**config.mk**
```make
export PLATFORM = sky130hd
export DESIGN_NAME = alu_req_arbiter
export DESIGN_NICKNAME = d
export VERILOG_FILES = /design/src/rtl/alu_arb_pkg.sv /design/src/rtl/alu_req_arbiter_rr_pick4.sv /design/src/rtl/alu_req_arbiter.sv
export SDC_FILE = /design/constraint.sdc
export NUM_CORES = 1
export LEC_CHECK = 0
export BUFFER_PORTS_ARGS = -buffer_cell sky130_fd_sc_hd__buf_2
export CAP_MARGIN = 20
export CORE_ASPECT_RATIO = 1.1
export CORE_UTILIZATION = 38
export CTS_BUF_LIST = sky130_fd_sc_hd__clkbuf_4 sky130_fd_sc_hd__clkbuf_8 sky130_fd_sc_hd__clkbuf_16
export CTS_CLUSTER_SIZE = 10
export DETAILED_ROUTE_END_ITERATION = 8
export HOLD_SLACK_MARGIN = 0.06
export PLACE_DENSITY_LB_ADDON = 0.3
export SYNTH_ARGS = -nofsm -noshare
export SYNTH_HDL_FRONTEND = slang
export SYNTH_SLANG_ARGS = --single-unit
```
**constraint.sdc**
```tcl
create_clock -name clk -period 1.7 [get_ports clk]
set_input_delay 0.17 -clock clk [delete_from_list [all_inputs] [get_ports clk]]
set_output_delay 0.17 -clock clk [all_outputs]
set_load 0.01 [all_outputs]
```
**src/rtl/alu_arb_pkg.sv**
```systemverilog
// Shared constants and FSM encoding for the ALU request arbiter.
package alu_arb_pkg;

    localparam int ARB_N     = 4;
    localparam int ARB_IDX_W = 2;

    localparam logic [ARB_IDX_W-1:0] PTR_RST = 2'd3;

    typedef enum logic {
        IDLE = 1'b0,
        FULL = 1'b1
    } arb_state_e;

endpackage

```
**src/rtl/alu_req_arbiter_rr_pick4.sv**
```systemverilog
// Rotate-priority encoder: searches ptr+1, ptr+2, ptr+3, ptr (mod 4) for the first request.
module rr_pick4
    import alu_arb_pkg::*;
(
    input  logic [ARB_N-1:0]     req,
    input  logic [ARB_IDX_W-1:0] ptr,
    output logic [ARB_IDX_W-1:0] win,
    output logic                 win_valid
);

    logic [ARB_IDX_W-1:0] idx;

    // Walk lowest priority first so the highest-priority hit is the last write.
    always_comb begin
        win       = '0;
        win_valid = 1'b0;
        idx       = '0;
        for (int k = ARB_N; k >= 1; k--) begin
            idx = ptr + ARB_IDX_W'(k);
            if (req[idx]) begin
                win       = idx;
                win_valid = 1'b1;
            end
        end
    end

endmodule

```
**src/rtl/alu_req_arbiter.sv**
```systemverilog
// Round-robin arbiter for 4 requesters feeding a single-entry valid/ready output stage.
// Optional build macro ALU_ARB_LOCK_EN adds req_lock for multi-beat locked grants.
module alu_req_arbiter
    import alu_arb_pkg::*;
#(
    parameter int DATA_W = 8
) (
    input  logic                   clk,
    input  logic                   rst,
    input  logic [ARB_N-1:0]       req_valid,
    input  logic [ARB_N*DATA_W-1:0] req_data,
`ifdef ALU_ARB_LOCK_EN
    input  logic [ARB_N-1:0]       req_lock,
`endif
    output logic [ARB_N-1:0]       req_ready,
    output logic                   out_valid,
    input  logic                   out_ready,
    output logic [DATA_W-1:0]      out_data,
    output logic [ARB_IDX_W-1:0]   out_src,
    output logic [ARB_IDX_W-1:0]   mux_sel,
    output logic                   busy
);

    arb_state_e           state_q, state_d;
    logic [ARB_IDX_W-1:0] ptr_q, ptr_d;
    logic [ARB_IDX_W-1:0] src_q, src_d;
    logic [DATA_W-1:0]    data_q, data_d;

    logic [ARB_IDX_W-1:0] pick_win;
    logic                 pick_valid;
    logic [ARB_IDX_W-1:0] win;
    logic                 win_valid;
    logic                 can_take;
    logic                 load;

    rr_pick4 u_pick (
        .req       (req_valid),
        .ptr       (ptr_q),
        .win       (pick_win),
        .win_valid (pick_valid)
    );

`ifdef ALU_ARB_LOCK_EN
    logic lock_q, lock_d;

    // While locked only the current owner may be granted, even when it is not requesting.
    always_comb begin
        win       = lock_q ? src_q : pick_win;
        win_valid = lock_q ? req_valid[src_q] : pick_valid;
        lock_d    = load ? req_lock[win] : lock_q;
    end

    always_ff @(posedge clk or posedge rst) begin
        if (rst) lock_q <= 1'b0;
        else     lock_q <= lock_d;
    end
`else
    assign win       = pick_win;
    assign win_valid = pick_valid;
`endif

    assign can_take = (state_q == IDLE) || out_ready;
    assign load     = can_take && win_valid;

    // NOTE: every always_comb output gets a default first so no path leaves it unassigned (no latch).
    always_comb begin
        state_d   = state_q;
        ptr_d     = ptr_q;
        src_d     = src_q;
        data_d    = data_q;
        req_ready = '0;
        unique case (state_q)
            IDLE: if (load) state_d = FULL;
            FULL: if (out_ready && !win_valid) state_d = IDLE;
            default: state_d = IDLE;
        endcase
        if (load) begin
            ptr_d  = win;
            src_d  = win;
            data_d = req_data[int'(win)*DATA_W +: DATA_W];
            if (!rst) req_ready[win] = 1'b1;
        end
    end

    // NOTE: state registers use non-blocking assignments so all flops update together on the edge.
    always_ff @(posedge clk or posedge rst) begin
        if (rst) begin
            state_q <= IDLE;
            ptr_q   <= PTR_RST;
            src_q   <= '0;
            data_q  <= '0;
        end else begin
            state_q <= state_d;
            ptr_q   <= ptr_d;
            src_q   <= src_d;
            data_q  <= data_d;
        end
    end

    assign out_valid = (state_q == FULL);
    assign busy      = out_valid;
    assign out_data  = data_q;
    assign out_src   = src_q;
    assign mux_sel   = win_valid ? win : src_q;

endmodule

```
Word-level counts from Yosys, hierarchy flattened
Cells that the tools add are included.
- shift operators: 1
- bitwise gates (word level): 1
- order comparisons: 6
- add/sub/neg operators: 3
- mux-type cells: 24
- reductions and logical operators: 5
- operators by type and width (cell ; count):
    $shiftx A32 B6 Y8 ; 1
    $lt A2 B3 Y1 const B ; 5
    $mux W1 ; 11
    $mux W2 ; 5
    $bmux W1 S2 ; 4
    $mux W4 ; 2
    $add A2 B2 Y2 const B ; 2
    $logic_and A1 B1 Y1 ; 3
    $add A2 B1 Y2 const B ; 1
    $demux W1 S2 ; 1
    $ge A2 B1 Y1 const B ; 1
    $pmux W1 S2 ; 1
    $logic_not A1 Y1 ; 1
    $logic_or A1 B1 Y1 ; 1
    $not A1 Y1 ; 1
- register bits: 13
- input bits: 39
- word-level logic and storage cells: 44

Longest topological paths before layout
- word-level depth: 12
- mapped depth: 7
- mapped depth without buffers: 5

Modules after synthesis
A second synthesis with hierarchy kept.
- cells, all modules: 66
- area, all modules: 865.8 µm²
- modules (own cells, without submodules) (module ; sequential area each (µm²) ; instances ; area each (µm²) ; cells an instance):
    alu_req_arbiter ; 327.8 ; 1 ; 774.5 ; 52
    rr_pick4 ; 0.0 ; 1 ; 91.3 ; 14

Worst setup path before layout
Ideal clock, no wire load.
- path kind: register -> output
- from: register ptr_q[0]
- to: output port req_ready[0]
- slack: -12 ps
- data arrival time: 1542 ps
- path buffers: 0
- stages on the path, launching flop included: 5
- path through: dfstp_2 > nor2b_1 > o21ai_2 > nand3_1 > nor3_1
- cells in the longest elaborated chain, start to end: 12
- elaborated cells on any way between the ends: 27
- RTL lines (what ; line ; RTL):
    start, declared ; alu_req_arbiter.sv:25 ; logic [ARB_IDX_W-1:0] ptr_q, ptr_d;
    start signal, assigned ; alu_req_arbiter.sv:94 ; ptr_q <= ptr_d;
    $add A2 B2 Y2 / $bmux W1 S2 (equally long branches) ; alu_req_arbiter_rr_pick4.sv:19, alu_req_arbiter_rr_pick4.sv:20 ;
    $bmux W1 S2 / $mux W1 (equally long branches) ; alu_req_arbiter_rr_pick4.sv:20 ; if (req[idx]) begin
    $mux W1 (implied by the code) / $mux W2 (equally long branches) ; alu_req_arbiter_rr_pick4.sv:20 ;
    $mux W2 (3 in a row) ; alu_req_arbiter_rr_pick4.sv:20 ;
    $lt A2 B3 Y1 (implied by the code) / $ge A2 B1 Y1 (equally long branches) ; alu_req_arbiter.sv:81 ; if (!rst) req_ready[win] = 1'b1;
    $logic_and A1 B1 Y1 (implied by the code) ; alu_req_arbiter.sv:81 ;
    $mux W1 (implied by the code) ; alu_req_arbiter.sv:81 ;
    $demux W1 S2 ; alu_req_arbiter.sv:81 ;
    $mux W4 ; alu_req_arbiter.sv:81 ;
    $mux W4 (*) ; alu_req_arbiter.sv:77 ; if (load) begin
    end, declared ; alu_req_arbiter.sv:15 ; output logic [ARB_N-1:0] req_ready,
Mark *: on every way between the ends. The rest lies on a longest branch, timed or not. The select of a mux whose other input is x is not followed.

Worst setup path in the final report
- from: register ptr_q[0]
- to: output port req_ready[2]
Same word-level chain as after synthesis.

==> results.sh <==
export IMPL_cts_tree="built"
export IMPL_drc_errors=0
export IMPL_worst_path_max_fanout=4
export IMPL_synth_top_cells_by_count="sky130_fd_sc_hd__nor2_1 (12), sky130_fd_sc_hd__dfrtp_1 (11), sky130_fd_sc_hd__a211oi_2 (10)"
export IMPL_power_switching_fraction=0.373
export IMPL_setup_worst_path_end_class="primary output"
export IMPL_die_h_um=53.8
export IMPL_synthCells=96
export IMPL_gr_usage_met2=0.413
export IMPL_crit_path_max_incr_delay_ns=0.58
export IMPL_required_time_reported_for_the_critical_path_endpoint_ns=1.53
export IMPL_num_vias=1071
export IMPL_final_max_slew_violation_count=0
export IMPL_drive_above_1_share=0.676
export IMPL_place_hpwl_um=2030
export IMPL_violations="negative setup slack"
export IMPL_p_clk_frac=0.148
export IMPL_grt_use_total=0.209
export IMPL_floorplan_initialDensity=0.407
export IMPL_insertedDiodeCount=0
export IMPL_totalWireLength_um=2860
export IMPL_power_per_cell_area_nw_per_um2=944
export IMPL_outcome="complete, but fails checks"
export IMPL_netSwitchingPower_mw=0.555
export IMPL_number_of_global_route_vias_before_repair=953
export IMPL_design_power_total_mw=1.49
export IMPL_final_weighted_congestion_in_routability_driven_placement=0.760
export IMPL_portBuffers=56
export IMPL_syn_avg_cell_area_um2=9.64
export IMPL_top_usage_layer="met2"
export IMPL_fp_coreArea_um2=2270
export IMPL_finalWorstPathRequiredPeriod_ns=1.94
export IMPL_synth_seq_cells=13
export IMPL_detail_route_wl_per_cell_um=13.7
export IMPL_clkTransAtPathRegs_ns=0.09
export IMPL_finClkSkew_ns=0.00346
export IMPL_io_pins=57
export IMPL_synth_top_cells_by_area="sky130_fd_sc_hd__dfrtp_1 (30%), sky130_fd_sc_hd__a211oi_2 (14%), sky130_fd_sc_hd__mux2i_1 (8.6%)"
export IMPL_gr_usage_met1=0.241
export IMPL_utilization=0.691
export IMPL_power_share_sequential=0.304
export IMPL_critical_path_arrival_ns=1.77
export IMPL_timing_critical_path_cells="or3b_1 > o311a_1 > buf_4 > nand2_4 > buf_6 > nor3_4 > buf_2"
export IMPL_critical_path_class="reg -> out"
export IMPL_net_count_final=219
export IMPL_seq_area_frac_synth=0.354
export IMPL_critical_path_buf_inv_count=3
export IMPL_post_synth_top_count_cell="sky130_fd_sc_hd__nor2_1"
export IMPL_fmax_mhz=515
export IMPL_htreeDepth=1
export IMPL_timing_hold_worst_start="out_ready"
export IMPL_synth_fp_nets=135
export IMPL_clock_root_buffer="sky130_fd_sc_hd__clkbuf_4"
export IMPL_ir_worst_vdd_mv=0.540
export IMPL_start_kind="flip-flop"
export IMPL_die_area_um2=2640
export IMPL_report_final_setup_viol=13
export IMPL_cts_path_max_buffers=2
export IMPL_groute_layer_met3_usage=0.0169
export IMPL_timing_hold_worst_class="in -> reg"
export IMPL_share_comb_of_total_power=0.548
export IMPL_ys_warn_count=0
export IMPL_worst_setup_slack_after_layout_ns=-0.242
export IMPL_total_congestion_overflow_after_global_routing=0
export IMPL_cap_viol_max_count=0
export IMPL_clock_insertion_delay_worst_skew_ns=0.28
export IMPL_synth_cell_types=27
export IMPL_cellInternalPower_mw=0.931
export IMPL_worst_r2r_startpoint="ptr_q[0]"
export IMPL_placementRows=18
export IMPL_finalHoldViolations=0
export IMPL_floorplan_die_width_um=49.1
export IMPL_grt_setup_unrepaired="true"
export IMPL_tritoncts_num_buffers=3
export IMPL_slowest_stage_cell_crit_path="sky130_fd_sc_hd__dfstp_2"
export IMPL_min_period_over_period=1.14
export IMPL_synth_top_area_cell="sky130_fd_sc_hd__dfrtp_1"
export IMPL_global_route_wire_length_before_repair_um=4200
export IMPL_synth_flop_type="sky130_fd_sc_hd__dfrtp_1"
export IMPL_clock_sinks=13
export IMPL_yosysTopAreaCellShare=0.297
export IMPL_slew_headroom=0.619
export IMPL_firstDrtPassIters=4
export IMPL_worst_slew_pin_transition_ns=0.572
export IMPL_cp_top_family="flip-flops"
export IMPL_antenna_found_initial=0
export IMPL_route_antenna_remaining_nets=0
export IMPL_total_leakage_power_nw=0.768
export IMPL_ys_async_sr_fraction=1.00
export IMPL_grt_max_degree=14
export IMPL_first_iter_violations=14
export IMPL_startpoint="ptr_q[0]"
export IMPL_syn_cell_area_um2=926
export IMPL_vias_per_cell=5.12
export IMPL_area_growth_pct=69.9
export IMPL_number_of_enable_flip_flop_cells_after_synthesis=0
## layer usage
metal / vias to the layer above / wire length (µm)
met5: - / 0
met4: 0 / 56
met3: 6 / 110
met2: 46 / 1500
met1: 496 / 1200
li1: 523 / -
## final timing paths
path / endpoint / slack (ns) / cells after the start
worst max register to register: out_data[5] / -0.07 / 8
worst min register to register: ptr_q[0] / 0.56 / 2
worst max-delay path: req_ready[2] / -0.24 / 7
worst min-delay path: busy / 0.09 / 2
min in group asynchronous: busy / 0.57 / 3
max in group asynchronous: ptr_q[0] / 0.76 / 3
## placed cells by master, fill, tap and decap left out
cell type and instances:
sky130_fd_sc_hd__dlygate4sd3_1 1, sky130_fd_sc_hd__nor2_1 12, sky130_fd_sc_hd__a21oi_1 3, sky130_fd_sc_hd__dfrtp_1 11
sky130_fd_sc_hd__mux2i_1 5, sky130_fd_sc_hd__buf_4 21, sky130_fd_sc_hd__nor3_2 1, sky130_fd_sc_hd__buf_2 56
sky130_fd_sc_hd__buf_6 6, sky130_fd_sc_hd__nand2_1 2, sky130_fd_sc_hd__nor2b_1 3, sky130_fd_sc_hd__o21ai_1 3
sky130_fd_sc_hd__clkbuf_4 4, sky130_fd_sc_hd__and3_4 1, sky130_fd_sc_hd__dfstp_2 2, sky130_fd_sc_hd__nor2b_2 1
sky130_fd_sc_hd__o21ai_2 2, sky130_fd_sc_hd__or3b_1 1, sky130_fd_sc_hd__inv_1 5, sky130_fd_sc_hd__a21o_1 1
sky130_fd_sc_hd__nor3_4 3, sky130_fd_sc_hd__and4_1 8, sky130_fd_sc_hd__o311a_1 1, sky130_fd_sc_hd__nand2_4 1
sky130_fd_sc_hd__or2_2 1, sky130_fd_sc_hd__a211oi_2 15, sky130_fd_sc_hd__nor4_2 1, sky130_fd_sc_hd__nand2b_4 1
sky130_fd_sc_hd__nand3_2 1, sky130_fd_sc_hd__a211oi_1 1, sky130_fd_sc_hd__mux2i_2 3, sky130_fd_sc_hd__o21ai_0 1
sky130_fd_sc_hd__inv_2 1
## stage by stage
stage / setup WS [ns] / hold slack, ns / cell area (µm²) / instances / TNS [ns]
floorplan: -0.0119 / 0.0455 / 926 / 96 / -0.0334
global placement: 0.0198 / 0.255 / 1320 / 192 / 0
detailed placement: -0.0922 / 0.269 / 1320 / 192 / -0.166
CTS: -0.229 / 0.0888 / 1480 / 204 / -1.56
global route: -0.319 / 0.0990 / 1570 / 209 / -2.52
finish: -0.242 / 0.0913 / 1570 / 209 / -1.31
## final cells by class
type | instances | area (µm²)
multi-input combinational | 72 | 639
sequential | 13 | 328
tap | 30 | 37.5
clock buffer | 4 | 30.0
timing repair buffer | 84 | 515
inverter | 6 | 22.5
fill | 190 | 702
## logic make-up (layout without fill, tap and decap cells)
family          count (synthesis)  after routing  synth area share
mux                             8              8            0.0865
flops                          13             13             0.354
buf+inv                        11             94            0.0662
simple gates                   37             37             0.234
compound gates                 27             27             0.259
## repair_timing
action                                 4_1_cts  5_1_grt
buffers inserted                             7        6
pin swaps                                    7        9
hold buffers                                 1        0
endpoints found under the hold margin       11        0
gates resized for setup                     16       13
setup endpoints to repair                   14       14
## power by group through the flow
stage	clock, mW	combinational, mW	sequential (mW)
5_1_grt	0.238	0.877	0.459
6_report	0.220	0.814	0.451
2_1_floorplan	0	0.329	0.481
3_5_place_dp	0	0.614	0.452
4_1_cts	0.219	0.711	0.448
3_3_place_gp	0	0.599	0.448
## state kept, by name, indices dropped and copies added (netlist names)
name	cells
ptr_q	2
out_data	8
busy	1
out_src	2
(Power assumes the default switching activity.)
